File: config.mk
export PLATFORM = sky130hd
export DESIGN_NAME = sop_mac_sequencer
export DESIGN_NICKNAME = d
export VERILOG_FILES = /design/src/rtl/sop_mac_sequencer.sv
export SDC_FILE = /design/constraint.sdc
export NUM_CORES = 1
export LEC_CHECK = 0
export ABC_AREA = 1
export CELL_PAD_IN_SITES_DETAIL_PLACEMENT = 0
export CELL_PAD_IN_SITES_GLOBAL_PLACEMENT = 1
export CORE_MARGIN = 2
export CORE_UTILIZATION = 40
export CTS_BUF_LIST = sky130_fd_sc_hd__clkbuf_16
export CTS_CLUSTER_SIZE = 30
export DETAILED_ROUTE_END_ITERATION = 6
export PLACE_DENSITY_LB_ADDON = 0.1
export SYNTH_ARGS = -nofsm -noshare
export SYNTH_HDL_FRONTEND = slang
export SYNTH_SLANG_ARGS = --single-unit
File: constraint.sdc
create_clock -name clk -period 4.7 [get_ports clk]
set_input_delay 1.175 -clock clk [delete_from_list [all_inputs] [get_ports clk]]
set_output_delay 1.175 -clock clk [all_outputs]
set_load 0.01 [all_outputs]
File: src/rtl/sop_mac_sequencer.sv
// Sequential multiply-accumulate engine: takes NUM_TERMS (a, b) pairs over a
// valid/ready handshake and presents their sum of products with a one-cycle strobe.
module sop_mac_sequencer #(
    parameter int DATA_WIDTH = 4,
    parameter int NUM_TERMS  = 4,
    parameter int ACC_WIDTH  = 10
) (
    input  logic                  clk,
    input  logic                  rst,
    input  logic                  start,
    input  logic                  in_valid,
    output logic                  in_ready,
    input  logic [DATA_WIDTH-1:0] a,
    input  logic [DATA_WIDTH-1:0] b,
    output logic [ACC_WIDTH-1:0]  sum_out,
    output logic                  sum_valid,
    output logic                  busy,
    output logic [4:0]            term_count
);

    typedef enum logic [1:0] {
        IDLE,
        ACCUM,
        DONE
    } state_t;

    state_t                  state_q, state_d;
    logic [ACC_WIDTH-1:0]    acc_q, acc_d;
    logic [ACC_WIDTH-1:0]    sum_q, sum_d;
    logic [4:0]              term_count_q, term_count_d;
    logic [2*DATA_WIDTH-1:0] product;
    logic [ACC_WIDTH-1:0]    acc_next;
    logic                    last_term;

    always_comb begin
        product   = a * b;
        // Full-width product is resized to the accumulator; the sum wraps modulo 2^ACC_WIDTH.
        acc_next  = acc_q + ACC_WIDTH'(product);
        last_term = (term_count_q == 5'(NUM_TERMS - 1));

        state_d      = state_q;
        acc_d        = acc_q;
        sum_d        = sum_q;
        term_count_d = term_count_q;

        case (state_q)
            IDLE: begin
                if (start) begin
                    acc_d        = '0;
                    term_count_d = '0;
                    state_d      = ACCUM;
                end
            end
            ACCUM: begin
                if (in_valid) begin
                    acc_d        = acc_next;
                    term_count_d = term_count_q + 5'd1;
                    if (last_term) begin
                        sum_d   = acc_next;
                        state_d = DONE;
                    end
                end
            end
            DONE: begin
                state_d = IDLE;
            end
            default: begin
                state_d = IDLE;
            end
        endcase
    end

    always_ff @(posedge clk) begin
        if (rst) begin
            state_q      <= IDLE;
            acc_q        <= '0;
            sum_q        <= '0;
            term_count_q <= '0;
        end else begin
            state_q      <= state_d;
            acc_q        <= acc_d;
            sum_q        <= sum_d;
            term_count_q <= term_count_d;
        end
    end

    // Handshake and status decode straight from the state so reset clears them at once.
    assign in_ready   = (state_q == ACCUM);
    assign busy       = (state_q == ACCUM) || (state_q == DONE);
    assign sum_valid  = (state_q == DONE);
    assign sum_out    = sum_q;
    assign term_count = term_count_q;

endmodule

### After elaboration in Yosys (flattened, before gate mapping)

Index checks and enable logic that the tools add are counted.

* add/subtract/negate cells: 2
* multipliers: 1
* divide/modulo/power cells: 0
* order comparisons: 0
* eq/ne operators: 6
* shift-type cells: 0
* muxes and demuxes: 10
* bitwise operators: 0
* reduce and logical (&&, ||, !) cells: 6

Operators by type and width (count)
* two-way mux 10 bit: 2
* case mux 10 bit (2 select lines): 1
* adder 10 x 8 -> 10 bit: 1
* two-way mux 5 bit: 2
* case mux 5 bit (2 select lines): 1
* AND reduction 3 bit: 3
* multiplier 4 x 4 -> 8 bit: 1
* two-way mux 2 bit: 3
* adder 5 x 1 -> 5 bit, second input constant: 1
* equality test 5 x 2 -> 1 bit, second input constant: 1
* inequality test 2 bit, second input constant: 2
* case mux 2 bit (2 select lines): 1
* equality test 2 x 1 -> 1 bit, second input constant: 1
* equality test 2 bit, second input constant: 1
* logical NOT 2 bit: 1
* inequality test 2 x 1 -> 1 bit, second input constant: 1
* nonzero test 2 bit: 1
* logical OR 1 bit: 1

* register bits: 27
* bits in latches: 0
* memory bits (writable): 0
* memory bits (read-only): 0
* input bits: 12
* output and inout port bits: 18
* logic and storage cells: 29
* memories: 0

### Logic depth before layout (Yosys ltp)

Gate-level depths: netlist of run 1.

* word-level depth: 4
* gate-level depth with buffers: 17
* depth with buffers taken out: 17

### Worst setup path before layout of run 1

No wires, ideal clock.

* path kind: input -> register
* from: input port b[3]
* to: register sum_q[8], in the netlist sum_out[8]
* library setup time: 0.109 ns
* data arrival time: 3.666 ns
* data required time: 4.591 ns
* slack: 0.925 ns
* stages: 14
* buffers on the path: 0
* path through: nand2_1 fa_1 fa_1 fa_1 inv_1 ha_1 a21oi_1 nand2_1 nand2_1 nand3_1 nand2_1 nand2_1 nand2_1 inv_1

* longest elaborated chain between the ends: 2

Ends and longest elaborated chain
* start, declared: line 14 `input logic [DATA_WIDTH-1:0] b,`
* multiplier 4 x 4 -> 8 bit: line 36 `product = a * b;`
* adder 10 x 8 -> 10 bit: line 38 `acc_next = acc_q + ACC_WIDTH'(product);`
* end signal, assigned: line 82 `sum_q <= sum_d;`
* end, declared: line 29 `logic [ACC_WIDTH-1:0] sum_q, sum_d;`

No other way between the ends.
A chain may end at the register's enable or synchronous reset.

### Worst setup path in the final report of run 1

* from: input port a[0]
* to: register sum_q[7], in the netlist sum_out[7]

* longest elaborated chain between the ends: 2

Ends and longest elaborated chain
* start, declared: line 13 `input logic [DATA_WIDTH-1:0] a,`
* multiplier 4 x 4 -> 8 bit: line 36
* adder 10 x 8 -> 10 bit: line 38

No other way between the ends.

==> results of run 1 <==
[power groups by stage]
stage          clock network (mW)  logic, mW  registers (mW)
2_1_floorplan                   0      0.319           0.274
3_3_place_gp                    0      0.404           0.276
3_5_place_dp                    0      0.406           0.276
4_1_cts                     0.206      0.410           0.271
5_1_grt                     0.213      0.460           0.275
6_report                    0.199      0.401           0.271
[stage by stage]
stage               total power, mW  hold WS [ns]
global route                  0.948         0.494
finish                        0.870         0.466
global placement              0.680         0.457
detailed placement            0.683         0.456
floorplan                     0.592         0.442
CTS                           0.887         0.468
[cells by family (layout without fill, tap and decap cells)]
logic type      count (synthesis)  count (layout)  synth area share
fa+ha+maj                      32              32             0.228
simple gates                  117             117             0.250
xor+xnor                        5               5            0.0213
flops                          27              27             0.263
compound gates                 35              35             0.110
buf+inv                        61              93             0.127
[final cells by class]
type	instances	share of cell area
multi-input combinational	189	0.501
tap	70	0.0351
inverter	56	0.0863
clock inverter	1	0.00201
timing repair buffer	33	0.128
sequential	27	0.217
clock buffer	3	0.0301
[sequential cells by signal, indices dropped and copies added, names as in the netlist]
register and flops:
term_count 5, sum_out 10, state_q 2, acc_q 10
[metal layers]
| metal | GRT usage | vias up | share of wire | wire, um |
|---|---|---|---|---|
| met5 | 0 | - | 0 | 0 |
| met4 | 0.0526 | 0 | 0.015 | 63 |
| met3 | 0.0291 | 5 | 0.033 | 139 |
| met2 | 0.240 | 22 | 0.42 | 1760 |
| met1 | 0.252 | 733 | 0.54 | 2260 |
| li1 | - | 917 | - | - |
[final timing paths]
| check | from | to | slack [ns] |
|---|---|---|---|
| worst max-delay path | a[0] | sum_out[7]$_SDFFE_PP0P_ | 0.49 |
| worst min-delay path | acc_q[3]$_SDFFE_PP0P_ | acc_q[3]$_SDFFE_PP0P_ | 0.47 |
| worst max register to register | acc_q[4]$_SDFFE_PP0P_ | sum_out[7]$_SDFFE_PP0P_ | 2.51 |
| worst min register to register | acc_q[3]$_SDFFE_PP0P_ | acc_q[3]$_SDFFE_PP0P_ | 0.47 |
[cells in the final DEF (no fill, tap or decap), types with 4 or more instances in the layout]
cell type                         instances
sky130_fd_sc_hd__buf_4                    4
sky130_fd_sc_hd__clkdlybuf4s50_1         29
sky130_fd_sc_hd__nor2_1                  16
sky130_fd_sc_hd__o21ai_0                  9
sky130_fd_sc_hd__dfxtp_1                 27
sky130_fd_sc_hd__nand2_2                 11
sky130_fd_sc_hd__a21oi_2                 10
sky130_fd_sc_hd__ha_1                    23
sky130_fd_sc_hd__a21oi_1                 11
sky130_fd_sc_hd__nand2_1                 70
sky130_fd_sc_hd__inv_1                   55
sky130_fd_sc_hd__nand3_1                 14
sky130_fd_sc_hd__o21a_1                   4
sky130_fd_sc_hd__fa_1                     9
[worst register-to-register path, delay by kind of cell, from the launching register on]
family / cells / cell delay, ns
and+or+nand+nor: 5 / 0.59
buffers and inverters: 3 / 0.15
DFF: 1 / 0.36
adders and majority gates: 2 / 0.87
AOI/OAI and AO/OA: 1 / 0.16
==> summary by stage, run 1 <==
Routing
For this run, design rule violations remaining after detail routing come to 0. The via count of the routed design is 1,677. After the first detailed-routing iteration, the DRC count stood at 54. After detailed routing, the average wire length per cell comes to between 10 and 15 um. The count of nets left with antenna violations once routing finished came out at 0.

The routed via count divided by cell count is 4.42. Wires add up to 4.22 mm. The first-pass detailed-route iteration total is 4.

Synth
Counting flops with an async set or reset pin after synthesis yields a share of 0. The count of unique library cells instantiated by Yosys is 24. The fraction of the yosys area taken by sequential cells is 0.263. Among all flip-flop cells after synthesis, the most frequent one is sky130_fd_sc_hd__dfxtp_1.

The share of Yosys cell area claimed by the top area cell type is 0.263. The cell taking the most area after synthesis is sky130_fd_sc_hd__dfxtp_1. By count the netlist is led by 70 x sky130_fd_sc_hd__nand2_1, 55 x sky130_fd_sc_hd__inv_1, 27 x sky130_fd_sc_hd__dfxtp_1. The number of flops mapped to enable cells by yosys is 0. The synthesized instance count is roughly 280. Ranked by total cell area, the synthesized netlist is headed by sky130_fd_sc_hd__dfxtp_1 26%, sky130_fd_sc_hd__ha_1 14%, sky130_fd_sc_hd__nand2_1 13%.

The synthesized netlist occupies a cell area of just over 2000 sq um. The synthesized area per cell is about 7.4 sq um. The cell with the most instances after synthesis is sky130_fd_sc_hd__nand2_1.

The number of nets in the synthesized netlist is roughly 320. In this run, synthesis produced a sequential element count of 27. The count of synthesis-stage warnings from yosys is 0.

Setup path
Walking the worst path, the cells encountered are clkdlybuf4s50_1 -> nand2_1 -> fa_1 -> fa_1 -> fa_1 -> inv_1 -> ha_1 -> or2_1 -> nand3_1 -> nand2_1 -> nand2_1 -> nand2_1 -> a21o_1 -> inv_1. In this run the worst path has a maximum fanout of 4. The type of the worst setup path is in2reg. The endpoint type of the worst setup path is a flop.

The cell that appears most often on the critical path is sky130_fd_sc_hd__nand2_1. Data on the critical path arrives at its endpoint at around 4.4 ns. Counting buffers and inverters, the worst setup path is 14 cells deep. Broken down by cell family, the worst path's largest delay share belongs to adder cells. STA classifies the critical path startpoint as an input pin. The largest individual stage delay along the critical path comes from the cell sky130_fd_sc_hd__clkdlybuf4s50_1. The required time of the critical path is between 4 and 5 ns. The number of buffers and inverters on the critical path is 3. The depth of the worst register-to-register path is 11. The peak per-stage delay on the critical path is 0.52 ns.

Hold path
The path type of the worst min-delay path is reg2reg. The worst hold path passes through 2 cells.

Clock tree
The total of hold buffers inserted after clock tree synthesis is 0. After clock tree synthesis, the clock-pin slew on the worst setup and hold paths is 0.07 ns. The post-CTS setup buffer count is 0. The clock passes through at most 2 buffers.

The number of gates resized after CTS is 0. TritonCTS built the clock tree. The clock reaches the later pin of the worst-skew pair after 0.27 ns. Clock tree synthesis found a total of 27 sinks. The maximum level of the CTS H-tree is 1. CTS placed an instance of sky130_fd_sc_hd__clkbuf_16 at the clock tree root.

Buffers inserted during clock tree synthesis total 3.

Placement
Input and output buffers added on the ports amount to 29. At the end of routability-driven placement, the weighted congestion stood at around 0.8. The placed cell area is between 2000 and 2500 sq um. Detailed placement finished with a half-perimeter wire length of roughly 3.3 mm. After detailed placement, the design holds a cell count of around 380.

OpenSTA, run right after detailed placement, puts the worst setup slack at 0.213 ns.

Timing
The hold violation count in the final report is 0. The maximum clock frequency is around 240 MHz. Once routing completed, OpenROAD measured the worst setup slack at between 0.4 and 0.5 ns.

The final setup skew is ~0.0058 ns. Setup repair after global routing left no endpoint under its margin. The final critical-path required period is 4.21 ns. For the pin with the worst max-slew slack, the measured transition is between 0.5 and 0.6 ns. In the finished design, the share of the clock period the worst path needs comes to 0.896. The final number of max-transition violations is 0. After routing, the total negative slack on setup checks comes to 0 ns. Setup violations remaining at the end of the flow were counted as 0. In this run the tightest slew margin relative to its limit is 0.649.

Cells and area
The number of cells in the finished layout apart from fillers is between 300 and 400. Summing all flip-flop and latch instances after layout gives between 500 and 600 sq um. The share of final-layout standard cells stronger than drive strength 1 is 0.110. The multi-input gate area in the final layout is roughly 1200 sq um.

The total of fill cells in the finished design is 543. The finished cells cover 2490 sq um. 0 antenna diodes ended up in the layout. The count of nets after finishing is about 350. The area growth from synthesis to final layout is 21.5%. The final design utilization is 0.495.

Pwr
The proportion of power drawn by flip-flops and latches is 0.311. Of the total power, the clock network draws 0.229. The power per cell area is 349 nW/um^2. The switching power as a share of total power is 0.405. The static leakage is around 1.2 nW. The analysis attributes to net switching a power of between 300 and 400 uW. VDD sags by at most roughly 0.22 mV. Internal power comes to about 520 uW. The power share of the combinational group is 0.460.

Global route
The overall fraction of global-route tracks in use is 0.167. Global routing finished with a remaining overflow of 0. The first global-routing pass estimated about 7.2 mm of wire. The initial antenna violation count is 0. The maximum number of pins on one net before global-route repair is 16. The via count of the first global-routing pass came to between 1,500 and 2,000.

Floorplanning
The floorplan row count is 26. 30 I/O pins were placed. The die covers 5720 sq um. The area of the core is just over 5000 sq um.

The x dimension of the die is 75.6 um. The initial utilization of the core area, before any placement, comes to 0.407. The die is 75.6 um tall.

Run status
The flow ran to the end, and the final reports show no timing, DRC or antenna violations.

Job
The number of max-cap violations is 0.
No activity file was read; power rests on OpenSTA's default activity.
==> run 2: changes to the inputs <==
Settings changed: CAP_MARGIN set to 0.
==> results of run 2 <==
Final layout, timing and power as in run 1 (identical DEF).
==> run 3: changes to the inputs <==
Settings changed: CORE_MARGIN 2 to unset.
==> summary by stage, run 3 (synthesized netlist as in run 1, its figures left out) <==
Timing
Setup repair after global routing left no endpoint under its margin. The final setup skew came to 0.00210 ns (-0.00370 ns). The actual slew at the worst max-slew pin is 0.510 ns (-0.0163 ns).

The worst slew margin relative to its limit is 0.660 (+0.0109). The final number of max-transition violations is 0 (unchanged). The final sum of negative setup slack is 0 ns (unchanged).

The final critical-path required period is 4.23 ns (+0.0209 ns). The period utilization came to 0.901 (+0.00444). The hold violation count in the final report came to 0 (unchanged). The maximum clock frequency is 236 MHz (-0.49%). The setup-violating endpoint count in the final report came to 0 (unchanged).

Clock tree
The post-CTS setup buffer count came to 0 (unchanged). The maximum level of the CTS H-tree was 1 (unchanged). The total of hold buffers inserted after clock tree synthesis is 0 (unchanged). The maximum count of clock buffers along a single path was 2 (unchanged).

The clock net sink count is 27 (unchanged). The number of gates resized after CTS is 0 (unchanged). The clock latency reported for the late side of the worst-skew pair is 0.26 ns (about the same). The number of CTS-inserted buffers came to 3 (unchanged). The clock tree root buffer cell is sky130_fd_sc_hd__clkbuf_16. TritonCTS built the clock tree. The clock-pin slew of the registers on the worst-case setup and hold paths came to 0.07 ns (about the same).

Routing
The average wire length per cell after detail routing is 11.4 um (+2.6%). The first-pass detailed-route iteration total is 4 (unchanged). The remaining design rule violation count is 0 (unchanged). The routed via count divided by cell count is 4.62 (+4.3%). The number of DRC violations after detailed-routing iteration 0 is 35 (-35%). The via count of the routed design was 1,731 (+3.2%). The total wirelength of the detailed-routed design came to 4.29 mm (+1.5%). The remaining antenna violation count after routing was 0 (unchanged).

Pwr
The power share of the combinational group is 0.465 (+0.005). The clock network fraction of total power is 0.223 (-0.006). The peak ir drop on the vdd network is 0.242 mV (+12%). The total internal power was 516 uW (-0.24%). The static leakage is 1.23 nW (-0.27%). The net switching power is 352 uW (-0.16%).

The switching power as a share of total power is 0.405 (about the same). The power per cell area is 350 nW/um^2 (+0.30%). The proportion of power drawn by flip-flops and latches is 0.312 (about the same).

Placement
The number of buffers inserted by port buffering is 29 (unchanged). The final estimated routing congestion in global placement was 0.747 (-6.4%). The HPWL after detailed placement is 3.37 mm (+1.6%).

Floorplanning
The total I/O pin count came to 30 (unchanged). The height of the die was 73.6 um (-2.6%). The area enclosed by the die boundary is 5420 sq um (-5.2%). The x dimension of the die was 73.6 um (-2.6%). The area of the core is 4820 sq um (-4.5%). The floorplan row count was 25 (-3.8%). The starting density of the core is 0.426 (+0.0190).

Setup path
The worst reg-to-reg setup slack is 2.53 ns (+0.02 ns). The depth of the worst register-to-register path is 11 (unchanged). On the critical path, the stage with the largest delay is an instance of sky130_fd_sc_hd__clkdlybuf4s50_1. The startpoint identified for the worst register-to-register timing path is acc_q[4]$_SDFFE_PP0P_. The type of the worst setup path is in2reg. The data arrival time at the worst-slack endpoint came to 4.40 ns (-0.03 ns). The logic depth of the worst path, buffers included is 15 (+1). The sum of buffers and inverters on the critical path is 3 (unchanged). Following the worst setup path forward leads to its endpoint at sum_out[8]$_SDFFE_PP0P_. The highest fanout seen on the critical path came to 4 (unchanged).

The worst setup path is captured at a flop. The required time of the critical path is 4.87 ns (-0.05 ns). The timing startpoint of the critical path is b[3]. Grouping stages by cell kind, the critical path spends the most delay in adder cells. The most numerous cell type found on the critical path is sky130_fd_sc_hd__nand2_1. The terminus of the critical flop-to-flop path is sum_out[7]$_SDFFE_PP0P_. The signal on the critical path passes through clkdlybuf4s50_1 -> nand2_1 -> fa_1 -> fa_1 -> fa_1 -> inv_1 -> ha_1 -> a21oi_1 -> nand2_1 -> nand2_1 -> nand3_1 -> nand2_1 -> nand2_1 -> nand2_1 -> inv_1.

The startpoint class of the critical path is an input pin. The peak per-stage delay on the critical path was 0.53 ns (about the same).

Global route
met2 is the most crowded layer. The initial antenna violation count is 0 (unchanged). The global-route congestion overflow total was 0 (unchanged). The via count of the first global-routing pass is 1,650 (+1.6%). The met2 track demand over resource came to 0.280 (+0.0407).

The met1 usage is 0.257 (+0.00477). The global-route wire length before repair is 7.45 mm (+3.1%). The overall fraction of global-route tracks in use is 0.181 (+0.0147).

The maximum number of pins on one net before global-route repair came to 16 (unchanged). The met3 usage is 0.0302 (+0.00108).

Job
The number of max-cap violations is 0 (unchanged).

Cells and area
The share of final-layout standard cells stronger than drive strength 1 is 0.104 (-0.00614). Leaving out fill and tap cells, the most frequent cells in the layout are 70 x sky130_fd_sc_hd__nand2_1, 56 x sky130_fd_sc_hd__inv_1, 29 x sky130_fd_sc_hd__clkdlybuf4s50_1, 27 x sky130_fd_sc_hd__dfxtp_1, 23 x sky130_fd_sc_hd__ha_1. The count of nets after finishing is 353 (-0.28%). The total of fill cells in the finished design is 517 (-4.8%).

The area growth from synthesis to final layout is 20.9%. The final design utilization was 0.515 (+0.0205). The total inserted antenna cells is 0 (unchanged). The most common cell after layout, fill and taps aside is sky130_fd_sc_hd__nand2_1.

Hold path
The number of cells on the worst hold path is 2 (unchanged). The min-delay analysis places its worst path in the category reg2reg.

Run status
The run finished with clean final reports.
==> run 3: cell types whose count changed in the layout (fill, tap and decap cells not counted) <==
cell	delta
sky130_fd_sc_hd__inv_1	+1
sky130_fd_sc_hd__buf_4	-1
sky130_fd_sc_hd__clkinv_2	-1
==> run 3: layout make-up <==
cell class	count	area, sq um	area share
well taps	67	83.8	0.0338
multi-input cells	189	1250	0.504
inverters	56	215	0.0867
clock buffers	3	75.1	0.0303
clock inverters	1	3.75	0.00151
flip-flops and latches	27	541	0.218
repair buffers	32	313	0.126
==> run 3: worst reg2reg max path, cell delays in order, from the launching register on <==
cell	delay, ns
sky130_fd_sc_hd__dfxtp_1	0.34
sky130_fd_sc_hd__inv_1	0.07
sky130_fd_sc_hd__fa_1	0.54
sky130_fd_sc_hd__inv_1	0.05
sky130_fd_sc_hd__ha_1	0.33
sky130_fd_sc_hd__or2_1	0.26
sky130_fd_sc_hd__nand3_1	0.13
sky130_fd_sc_hd__nand2_1	0.06
sky130_fd_sc_hd__nand2_1	0.08
sky130_fd_sc_hd__nand2_1	0.07
sky130_fd_sc_hd__a21o_1	0.15
sky130_fd_sc_hd__inv_1	0.04
==> run 3: power groups by stage <==
| stage | clock network [mW] | registers (mW) | logic, mW |
|---|---|---|---|
| 6_report | 0.194 | 0.271 | 0.404 |
| 3_5_place_dp | 0 | 0.276 | 0.404 |
| 3_3_place_gp | 0 | 0.276 | 0.404 |
| 2_1_floorplan | 0 | 0.274 | 0.319 |
| 5_1_grt | 0.211 | 0.274 | 0.464 |
| 4_1_cts | 0.204 | 0.271 | 0.409 |
==> run 3: worst min-delay path by stage <==
stage	from	to	slack (ns)
global placement	sum_out[3]$_SDFFE_PP0P_	sum_out[3]$_SDFFE_PP0P_	0.45
finish	sum_out[3]$_SDFFE_PP0P_	sum_out[3]$_SDFFE_PP0P_	0.46
detailed placement	sum_out[3]$_SDFFE_PP0P_	sum_out[3]$_SDFFE_PP0P_	0.46
floorplan	acc_q[7]$_SDFFE_PP0P_	acc_q[7]$_SDFFE_PP0P_	0.44
CTS	sum_out[3]$_SDFFE_PP0P_	sum_out[3]$_SDFFE_PP0P_	0.47
global route	acc_q[4]$_SDFFE_PP0P_	acc_q[4]$_SDFFE_PP0P_	0.48
==> run 3: metal layers <==
layer	wire [um]	up-vias	part of all wire
met5	0	-	0
met4	58	0	0.014
met1	2250	784	0.52
met2	1790	28	0.42
met3	192	5	0.045
li1	-	914	-
==> run 3: stage by stage <==
stage	power, mW	instance area, sq um	worst slack (ns)	hold slack, ns	std cells
2_1_floorplan	0.592	2050	0.925	0.442	277
3_3_place_gp	0.680	2400	0.183	0.453	371
3_5_place_dp	0.680	2400	0.184	0.458	371
4_1_cts	0.883	2480	0.458	0.468	375
5_1_grt	0.948	2480	0.256	0.483	375
6_report	0.869	2480	0.466	0.464	375
